--- src/rtl/stack_ctrl.sv ---
// Stack-operation sequencer: PUSH/POP/CALL/RET against a synchronous data memory.
// Ports: req_* handshake, op/wdata/pc_plus4 in, SP (spcurr/spnext/sp_we), mem_*, results, error pulses.
module stack_ctrl #(
  parameter int DEPTH = 256,
  parameter int AW    = 32
) (
  input  logic          clk,
  input  logic          rst,
  input  logic          req_valid,
  output logic          req_ready,
  input  logic [1:0]    op,
  input  logic [AW-1:0] wdata,
  input  logic [AW-1:0] pc_plus4,
  input  logic [AW-1:0] spcurr,
  output logic [AW-1:0] spnext,
  output logic          sp_we,
  output logic [AW-1:0] mem_addr,
  output logic [AW-1:0] mem_wdata,
  output logic          mem_we,
  output logic          mem_re,
  input  logic [AW-1:0] mem_rdata,
  output logic [AW-1:0] rdata,
  output logic          rdata_valid,
  output logic [AW-1:0] pc_target,
  output logic          pc_load,
  output logic          err_ovf,
  output logic          err_unf
);

  localparam logic [AW-1:0] LIMIT = AW'(DEPTH * 4);
  localparam logic [AW-1:0] WORD  = AW'(4);

  typedef enum logic [2:0] {
    IDLE, WRITE, READ, RWAIT, RESP, ERR
  } state_t;

  state_t        state;
  logic [1:0]    op_q;
  logic [AW-1:0] spn_q;
  logic [AW-1:0] sp;
  logic          accept;
  logic          sp_lo_unused;

  // Word-aligned view of the SP; low bits are ignored.
  assign sp           = {spcurr[AW-1:2], 2'b00};
  assign sp_lo_unused = ^spcurr[1:0];
  assign accept       = req_valid && req_ready;

  // Pass SP through unchanged unless this cycle writes it.
  assign spnext = !rst ? '0 : (sp_we ? spn_q : spcurr);

  always_ff @(posedge clk or negedge rst) begin
    if (!rst) begin
      state       <= IDLE;
      op_q        <= '0;
      spn_q       <= '0;
      req_ready   <= 1'b0;
      sp_we       <= 1'b0;
      mem_addr    <= '0;
      mem_wdata   <= '0;
      mem_we      <= 1'b0;
      mem_re      <= 1'b0;
      rdata       <= '0;
      rdata_valid <= 1'b0;
      pc_target   <= '0;
      pc_load     <= 1'b0;
      err_ovf     <= 1'b0;
      err_unf     <= 1'b0;
    end else begin
      req_ready   <= 1'b0;
      sp_we       <= 1'b0;
      mem_we      <= 1'b0;
      mem_re      <= 1'b0;
      rdata_valid <= 1'b0;
      pc_load     <= 1'b0;
      err_ovf     <= 1'b0;
      err_unf     <= 1'b0;
      unique case (state)
        IDLE: begin
          if (accept) begin
            op_q <= op;
            if (!op[0]) begin
              mem_wdata <= op[1] ? pc_plus4 : wdata;
              if (sp >= LIMIT) begin
                state   <= ERR;
                err_ovf <= 1'b1;
              end else begin
                state    <= WRITE;
                mem_we   <= 1'b1;
                mem_addr <= sp;
                sp_we    <= 1'b1;
                spn_q    <= sp + WORD;
              end
            end else begin
              if (sp == '0) begin
                state   <= ERR;
                err_unf <= 1'b1;
              end else begin
                state    <= READ;
                mem_re   <= 1'b1;
                mem_addr <= sp - WORD;
                sp_we    <= 1'b1;
                spn_q    <= sp - WORD;
              end
            end
          end else begin
            req_ready <= 1'b1;
          end
        end
        WRITE: begin
          state     <= IDLE;
          req_ready <= 1'b1;
        end
        READ: begin
          state <= RWAIT;
        end
        RWAIT: begin
          // Memory data is valid now; present it during RESP.
          state <= RESP;
          if (!op_q[1]) begin
            rdata       <= mem_rdata;
            rdata_valid <= 1'b1;
          end else begin
            pc_target <= mem_rdata;
            pc_load   <= 1'b1;
          end
        end
        RESP: begin
          state     <= IDLE;
          req_ready <= 1'b1;
        end
        ERR: begin
          state     <= IDLE;
          req_ready <= 1'b1;
        end
        default: begin
          state     <= IDLE;
          req_ready <= 1'b1;
        end
      endcase
    end
  end

endmodule

--- config.mk ---
export PLATFORM = sky130hd
export DESIGN_NAME = stack_ctrl
export DESIGN_NICKNAME = d
export VERILOG_FILES = /design/src/rtl/stack_ctrl.sv
export SDC_FILE = /design/constraint.sdc
export NUM_CORES = 1
export LEC_CHECK = 0
export CAP_MARGIN = 20
export CELL_PAD_IN_SITES_DETAIL_PLACEMENT = 1
export CELL_PAD_IN_SITES_GLOBAL_PLACEMENT = 1
export CORE_MARGIN = 4
export CORE_UTILIZATION = 37
export DETAILED_ROUTE_END_ITERATION = 16
export HOLD_SLACK_MARGIN = 0.02
export PLACE_DENSITY_LB_ADDON = 0.1
export SETUP_SLACK_MARGIN = 0.2
export SLEW_MARGIN = 20
export SYNTH_ARGS = -nofsm -noshare
export SYNTH_HDL_FRONTEND = slang
export SYNTH_SLANG_ARGS = --single-unit
export TNS_END_PERCENT = 20
--- constraint.sdc ---
create_clock -name clk -period 4.35 [get_ports clk]
set_input_delay 0.6525 -clock clk [delete_from_list [all_inputs] [get_ports clk]]
set_output_delay 0.6525 -clock clk [all_outputs]
set_load 0.02 [all_outputs]
Word-level counts from Yosys, hierarchy flattened. Cells that the tools add are included.

Bits in latches: 0. Bits of input ports: 133. Output and inout bits: 168. Flip-flop bits (word level): 173. Memory bits (read-only): 0. Bits in writable memories: 0. Memories: 0.

Add/sub/neg operators: 2. $lt $le $gt $ge: 1. Reductions and logical operators: 9. Muxes and demuxes: 38. Eq/ne operators: 5. Shift-type cells: 0. Multipliers: 0. Bitwise operators: 2. Divide/modulo/power cells: 0.

Operator list (count): 32-bit two-way mux (8); 32-bit by 3-bit adder with 32-bit output, second input constant (1); 32-bit by 11-bit greater-or-equal comparator with 1-bit output, second input constant (1); 32-bit zero test (1); 32-bit by 3-bit subtractor with 32-bit output, second input constant (1); 1-bit two-way mux (24); 3-bit two-way mux (4); 3-bit case mux with 3 select lines (1); 3-bit by 2-bit == test with 1-bit output, second input constant (2); 2-bit inequality test, second input constant (3); 2-bit AND reduction (3); 4-bit AND reduction (1); 3-bit zero test (1); 3-bit AND reduction (1); 1-bit inverter (2); 1-bit case mux with 2 select lines (1); 2-bit OR reduction (1); 1-bit logical AND (1).

Longest topological paths before layout. Gate-level depths: netlist of run 1.

Word-level depth: 5. Mapped depth: 10.

Worst setup path before layout of run 1. No wires, ideal clock.

Path kind: input port to flip-flop. Start: in spcurr[25]. End: reg mem_addr[5]. Setup time: 0.128 ns. Path buffers: 1. Slack: 1.678 ns. Stages on the path: 7. Data arrival time: 2.545 ns. Data required time: 4.222 ns. Cell sequence: or4_1 -> or4_4 -> nor4b_4 -> nor2_4 -> inv_2 -> buf_6 -> mux2_1.

Cells in the longest elaborated chain, start to end: 3.

RTL lines: from (decl) (line 14) `input logic [AW-1:0] spcurr,`; 32-bit by 11-bit greater-or-equal comparator with 1-bit output / 32-bit zero test (equally long branches) (line 84, 95); 2-bit inequality test (no line); 4-bit AND reduction (no line) *; to (signal assigned) (line 90) `mem_addr <= sp;`; to (signal assigned) (line 101) `mem_addr <= sp - WORD;`; to (decl) (line 17) `output logic [AW-1:0] mem_addr,`.

Mark *: on every way between the ends. The rest lies on a longest branch, timed or not. A chain may end at the register's enable or synchronous reset.

Worst setup path in the final report of run 1.
Start: in spcurr[2]. End: reg mem_addr[10].

Cells in the longest elaborated chain, start to end: 3.

RTL lines: 32-bit by 11-bit greater-or-equal comparator with 1-bit output, or another cell as far along (line 84) `if (sp >= LIMIT) begin`; 2-bit inequality test (no line) / 32-bit two-way mux (equally long branches); 4-bit AND reduction (no line) / 32-bit two-way mux (equally long branches).

Parallel ways exist; a longest one is shown, timed or not. The select of a mux whose other input is x is not followed.

==> results of run 1 <==
-- area by class of cell --
| cell class | count | area, um2 | share of cell area |
|---|---|---|---|
| multi-input cells | 444 | 3505 | 0.2969 |
| flip-flops and latches | 168 | 4205 | 0.3562 |
| clock inverters | 14 | 207.7 | 0.01759 |
| clock buffers | 18 | 429.2 | 0.03635 |
| well taps | 275 | 344.1 | 0.02915 |
| inverters | 12 | 45.04 | 0.003816 |
| repair buffers | 308 | 3067 | 0.2598 |
| diodes | 1 | 2.502 | 0.0002120 |
-- sequential cells by signal, indices dropped and copies added (netlist names) --
register,count
err_ovf,1
err_unf,1
mem_addr,30
mem_re,1
mem_wdata,32
mem_we,1
op_q,1
pc_load,1
pc_target,32
rdata,32
rdata_valid,1
req_ready,1
sp_we,1
spn_q,30
state,3
-- kinds of logic after synthesis --
| kind of cell | share of synthesized area |
|---|---|
| adder cells (fa/ha/maj) | 0.006294 |
| flip-flops | 0.5286 |
| buffers and inverters | 0.03273 |
| AND/OR/NAND/NOR | 0.1144 |
| multiplexers | 0.2028 |
| AO/OA/AOI/OAI | 0.08606 |
| XOR/XNOR | 0.02863 |
| other | 0.0004715 |
-- per-layer routing --
layer,part of all wire,vias to the layer above,GRT usage
met2,0.50,197,0.3602
met4,0.028,0,0.07149
li1,-,2945,-
met3,0.066,37,0.05792
met5,0,-,0
met1,0.41,3212,0.2541
-- worst max path at each step --
stage | start | end | slack, ps | cells past startpoint
detailed placement | spcurr[2] | mem_addr[10] | 570 | 11
floorplan | spcurr[25] | mem_addr[5] | 1680 | 7
global route | spcurr[2] | mem_addr[5] | 740 | 11
global placement | spcurr[10] | mem_addr[6] | 760 | 9
finish | spcurr[2] | mem_addr[10] | 930 | 11
CTS | spcurr[2] | mem_addr[10] | 1000 | 11
-- power breakdown --
group	internal, mW	switching, mW
combinational	1.83	1.75
clock	0.981	0.660
sequential	2.31	0.465
-- through the flow --
step                      cells  hold slack [ps]
final                      1240            220.4
after global routing       1240            256.1
after CTS                  1239            231.4
after detailed placement   1207            475.0
after global placement     1207            462.0
after floorplan             672            356.9
-- worst max-delay path, delay by kind of cell --
family / cells / cell delay, ps
buffers and inverters: 5 / 1300
and+or+nand+nor: 3 / 880
AOI/OAI and AO/OA: 1 / 340
muxes: 1 / 320
adders and majority gates: 1 / 220
-- synth_stat cells (all sizes together) (2+ instances only) --
master | n | area share
dfrtp | 168 | 0.53
mux2 | 83 | 0.12
mux2i | 64 | 0.081
nor2 | 46 | 0.023
a21oi | 45 | 0.028
clkbuf | 35 | 0.017
nor2b | 31 | 0.024
xnor2 | 18 | 0.020
nor4 | 16 | 0.014
o21ai | 15 | 0.0094
buf | 13 | 0.011
inv | 12 | 0.0057
nor3 | 12 | 0.0076
a21o | 11 | 0.011
o21a | 11 | 0.010
o2bb2ai | 10 | 0.011
nand2 | 9 | 0.0042
or4 | 9 | 0.0090
xor2 | 8 | 0.0088
nand3 | 5 | 0.0031
nand4 | 5 | 0.0047
o31ai | 5 | 0.0047
ha | 4 | 0.0063
or3 | 4 | 0.0031
a21boi | 3 | 0.0028
a31oi | 3 | 0.0024
and4 | 3 | 0.0033
nor3b | 3 | 0.0028
o31a | 3 | 0.0033
or2 | 3 | 0.0024
and3b | 2 | 0.0022
nand3b | 2 | 0.0019
nor4b | 2 | 0.0049
==> results_dict.tcl, run 1 <==
set metrics [dict create \
    die-area_mm2 0.02390 \
    crit_top_cell "inv_2" \
    cts_buffers 17 \
    maxCapViolations 0 \
    ys.flop_type "dfrtp_1" \
    syn_area_per_cell_um2 11.85 \
    die_h_um 154.6 \
    setup_viol 0 \
    cp_max_fo 16 \
    r2r_setup_slack_ps 1580 \
    slew_headroom 0.3007 \
    drive_gt1_frac 0.1400 \
    grt-ovfl-total 0 \
    grt_max_degree 82 \
    cts_resized 0 \
    mostFrequentLayoutCell "clkdlybuf4s50_1" \
    htree_levels 4 \
    worstSetupEndpointType "flip-flop" \
    outcome "finished, final reports clean" \
    path_cells "clkdlybuf4s50_1 -> inv_1 -> ha_1 -> nor3b_1 -> and4_1 -> a21o_2 -> inv_2 -> nor2_4 -> inv_2 -> buf_4 -> mux2_1" \
    synth_edf_count 0 \
    drv_slew 0 \
    coreArea_mm2 0.02109 \
    r2r_start "state[1]" \
    slowest_delay_ps 530 \
    synthArstFlopShare 1.000 \
    postSynthCellCount 671 \
    insertion_delay_ps 420 \
    postPlaceCellArea_mm2 0.01117 \
    cpMaxStageDelayCell "clkdlybuf4s50_1" \
    tightest_slew_ps 1049 \
    initial_utilization 0.3771 \
    ir_worst_vdd_mv 0.3145 \
    post-cts-setup-buffer-count 0 \
    crit_path_start_kind "primary input" \
    ys_types 54 \
    rsz0062_at_grt "false" \
    clk_pin_slew_worst_paths_ps 70 \
    most-common-layout-cells "296 x clkdlybuf4s50_1, 167 x dfrtp_1, 66 x mux2_2" \
    gp_congestion 0.8240 \
    floorplan.io_pins 301 \
    drt-pass1-iter-count 4 \
    die_w_um 154.6 \
    drt_iter0_drc 283 \
    p_leak_nw 4.849 \
    grt_pass1_wl_um 39990 \
    clock_path_buffers 2 \
    nFillCells 2170 \
    setup_tns_ps 0 \
    synth-seq-cells 168 \
    final_nets 1088 \
    fin_crit_sh 0.7867 \
    r2r_end "mem_addr[10]" \
    grtUsageTotal 0.2096 \
    route.vias.total 6391 \
    port_buffers 298 \
    r2r_cells 8 \
    power_mw 7.994 \
    finalCriticalPeriod_ps 3422 \
    cp.required_ps 4650 \
    syn2layout_area_growth_pct 48.44 \
    final_area_mm2 0.01181 \
    pre_cts_slack_ps 572.0 \
    synth_warnings 0 \
    routedWlPerCell_um 20.25 \
    grt_pass1_vias 7179 \
    root_buffer "clkbuf_16" \
    cts.hold.buffers_added 0 \
    drcViolationCount 0 \
    critPathArrivalTime_ps 3720 \
    p_per_area_mw_per_mm2 677.1 \
    max_freq_ghz 0.2922 \
    fin_ws_ps 927.9 \
    vias_per_cell 5.154 \
    ant_nets 0 \
    clock_sinks 168 \
    final_hold_viol_count 0 \
    netlist_area_mm2 0.007953 \
    fin_worst_skew_ps 10.09 \
    ys_seq_area_frac 0.5286 \
    hp-class "in2async" \
    wirelength_um 25110 \
    dp_hpwl_um 18900 \
    cts_tree "yes" \
    rows 53 \
    postLayoutCoreUtil 0.5598 \
    antenna_found_initial 1 \
    crit_type "in2reg" \
]
No activity file was read; power rests on OpenSTA's default activity.
==> inputs of run 2 (changes only) <==
--- a/config.mk
+++ b/config.mk
@@ -9,7 +9,7 @@
 export CELL_PAD_IN_SITES_DETAIL_PLACEMENT = 1
 export CELL_PAD_IN_SITES_GLOBAL_PLACEMENT = 1
 export CORE_MARGIN = 4
-export CORE_UTILIZATION = 37
+export CORE_UTILIZATION = 31
 export DETAILED_ROUTE_END_ITERATION = 16
 export HOLD_SLACK_MARGIN = 0.02
 export PLACE_DENSITY_LB_ADDON = 0.1
==> constraint.sdc (replaced) <==
create_clock -name clk -period 2.9 [get_ports clk]
set_input_delay 0.435 -clock clk [delete_from_list [all_inputs] [get_ports clk]]
set_output_delay 0.435 -clock clk [all_outputs]
set_load 0.02 [all_outputs]
==> results_dict.tcl, run 2 (synthesis gave the netlist of run 1 again) <==
set metrics [dict create \
    outcome "finished, final reports clean" \
    path_cells "clkdlybuf4s50_1 -> or4_1 -> or4_4 -> nor4b_4 -> nor2_4 -> inv_2 -> buf_12 -> mux2_1" \
    grt-ovfl-total 0 \
    p_per_area_mw_per_mm2 963.5 \
    post-cts-setup-buffer-count 0 \
    setup_viol 0 \
    slowest_delay_ps 630 \
    fin_cells 1346 \
    power_mw 11.83 \
    drv_slew 0 \
    multi_input_area_mm2 0.003505 \
    cp-startpoint "spcurr[24]" \
    fin_crit_sh 0.9106 \
    final_nets 1140 \
    port_buffers 298 \
    crit_family "simple AND/OR/NAND/NOR gates" \
    cts_buffers 17 \
    dp_hpwl_um 19170 \
    worstSetupEndpointType "flip-flop" \
    grt_pass1_wl_um 40770 \
    drcViolationCount 0 \
    ir_worst_vdd_mv 0.5195 \
    fin_worst_skew_ps 21.31 \
    fin_hold_ws_ps 164.7 \
    endpoint "mem_addr[7]" \
    diodes 0 \
    post-place-cells 1313 \
    most-common-layout-cells "295 x clkdlybuf4s50_1, 167 x dfrtp_1, 66 x mux2_2" \
    critPathArrivalTime_ps 2940 \
    cts_tree "yes" \
    r2r_start "state[1]" \
    tightest_slew_ps 891.7 \
    grtUsageTotal 0.1823 \
    clock_sinks 168 \
    cp_max_fo 13 \
    drt-pass1-iter-count 4 \
    die_h_um 168.2 \
    grt_pass1_vias 7060 \
    route.vias.total 6452 \
    die_w_um 168.2 \
    r2r_setup_slack_ps 710 \
    max_freq_ghz 0.3787 \
    timing.critical_path.buf_inv 3 \
    r2r_end "mem_addr[7]" \
    routedWlPerCell_um 19.15 \
    p_leak_nw 5.104 \
    nFillCells 2697 \
    finalCriticalPeriod_ps 2641 \
    syn2layout_area_growth_pct 54.33 \
    floorplan.io_pins 301 \
    initial_utilization 0.3158 \
    rows 58 \
    antenna_found_initial 1 \
    root_buffer "clkbuf_16" \
    wirelength_um 25780 \
    crit_type "in2reg" \
    coreArea_mm2 0.02518 \
    largestRegisters "mem_wdata: 32 flops, pc_target: 32 flops, rdata: 32 flops" \
    mostFrequentLayoutCell "clkdlybuf4s50_1" \
    grt_max_degree 71 \
    clock_path_buffers 2 \
    rsz0062_at_grt "false" \
    hp-class "in2async" \
    cpMaxStageDelayCell "or4_1" \
    vias_per_cell 4.793 \
    gp_congestion 0.7622 \
    cp_num_cells 8 \
    r2r_cells 8 \
    die-area_mm2 0.02828 \
    cp.required_ps 3200 \
    maxCapViolations 0 \
    register_area_mm2 0.004208 \
    crit_path_start_kind "primary input" \
    slew_headroom 0.4056 \
    drt_iter0_drc 262 \
    drive_gt1_frac 0.1850 \
    insertion_delay_ps 440 \
    clk_pin_slew_worst_paths_ps 80 \
    ant_nets 0 \
    final_hold_viol_count 0 \
    htree_levels 4 \
]
-- run 2: per-stage QoR --
step                setup TNS [ps]  cell area [um2]    util  setup WS, ps
finish                           0            12270  0.4874         259.2
global route                     0            12270  0.4874         211.3
CTS                              0            12270  0.4874         212.5
detailed placement           -4414            11660  0.4629        -163.7
global placement             -1786            11660  0.4629        -89.05
floorplan                        0             7956       -         445.1
-- run 2: worst min path at each step --
stage,startpoint,endpoint,slack [ps],depth (start not counted)
finish,rst,mem_addr[19],160,2
global route,rst,mem_addr[19],180,2
CTS,rst,mem_addr[19],140,2
detailed placement,rst,mem_addr[8],390,1
global placement,rst,mem_addr[8],390,1
floorplan,rst,err_ovf,140,0
-- run 2: final cells by class --
class / count / area share
Multi-Input combinational cell: 444 / 0.2856
Clock buffer: 17 / 0.03466
Inverter: 12 / 0.003670
Timing Repair Buffer: 360 / 0.2849
Sequential cell: 168 / 0.3428
Clock inverter: 15 / 0.01468
Tap cell: 330 / 0.03364
-- run 2: where the power goes --
part	switching, mW	total [mW]	leakage, nW	internal, mW
Clock	1.13	2.31	0.292	1.17
Combinational	2.62	5.42	2.82	2.80
Sequential	0.636	4.10	1.99	3.46
-- run 2: worst reg2reg max path: cells and delay by family, from the launching register on --
| family | cells | cell delay [ps] |
|---|---|---|
| compound gates | 1 | 300 |
| buf+inv | 3 | 340 |
| mux | 1 | 350 |
| simple gates | 3 | 640 |
| flops | 1 | 430 |
-- run 2: repair_timing --
action,in CTS,in global routing
gates resized for setup,0,2
hold endpoints to repair,18,0
hold buffers,1,0
setup endpoints to repair,0,16
-- run 2: routing by layer --
| layer | vias up | routed length (um) | track usage |
|---|---|---|---|
| met5 | - | 7 | 0 |
| met4 | 2 | 419 | 0.04834 |
| met3 | 22 | 1805 | 0.06199 |
| met2 | 189 | 12030 | 0.2937 |
| met1 | 3183 | 11520 | 0.2358 |
| li1 | 3056 | - | - |
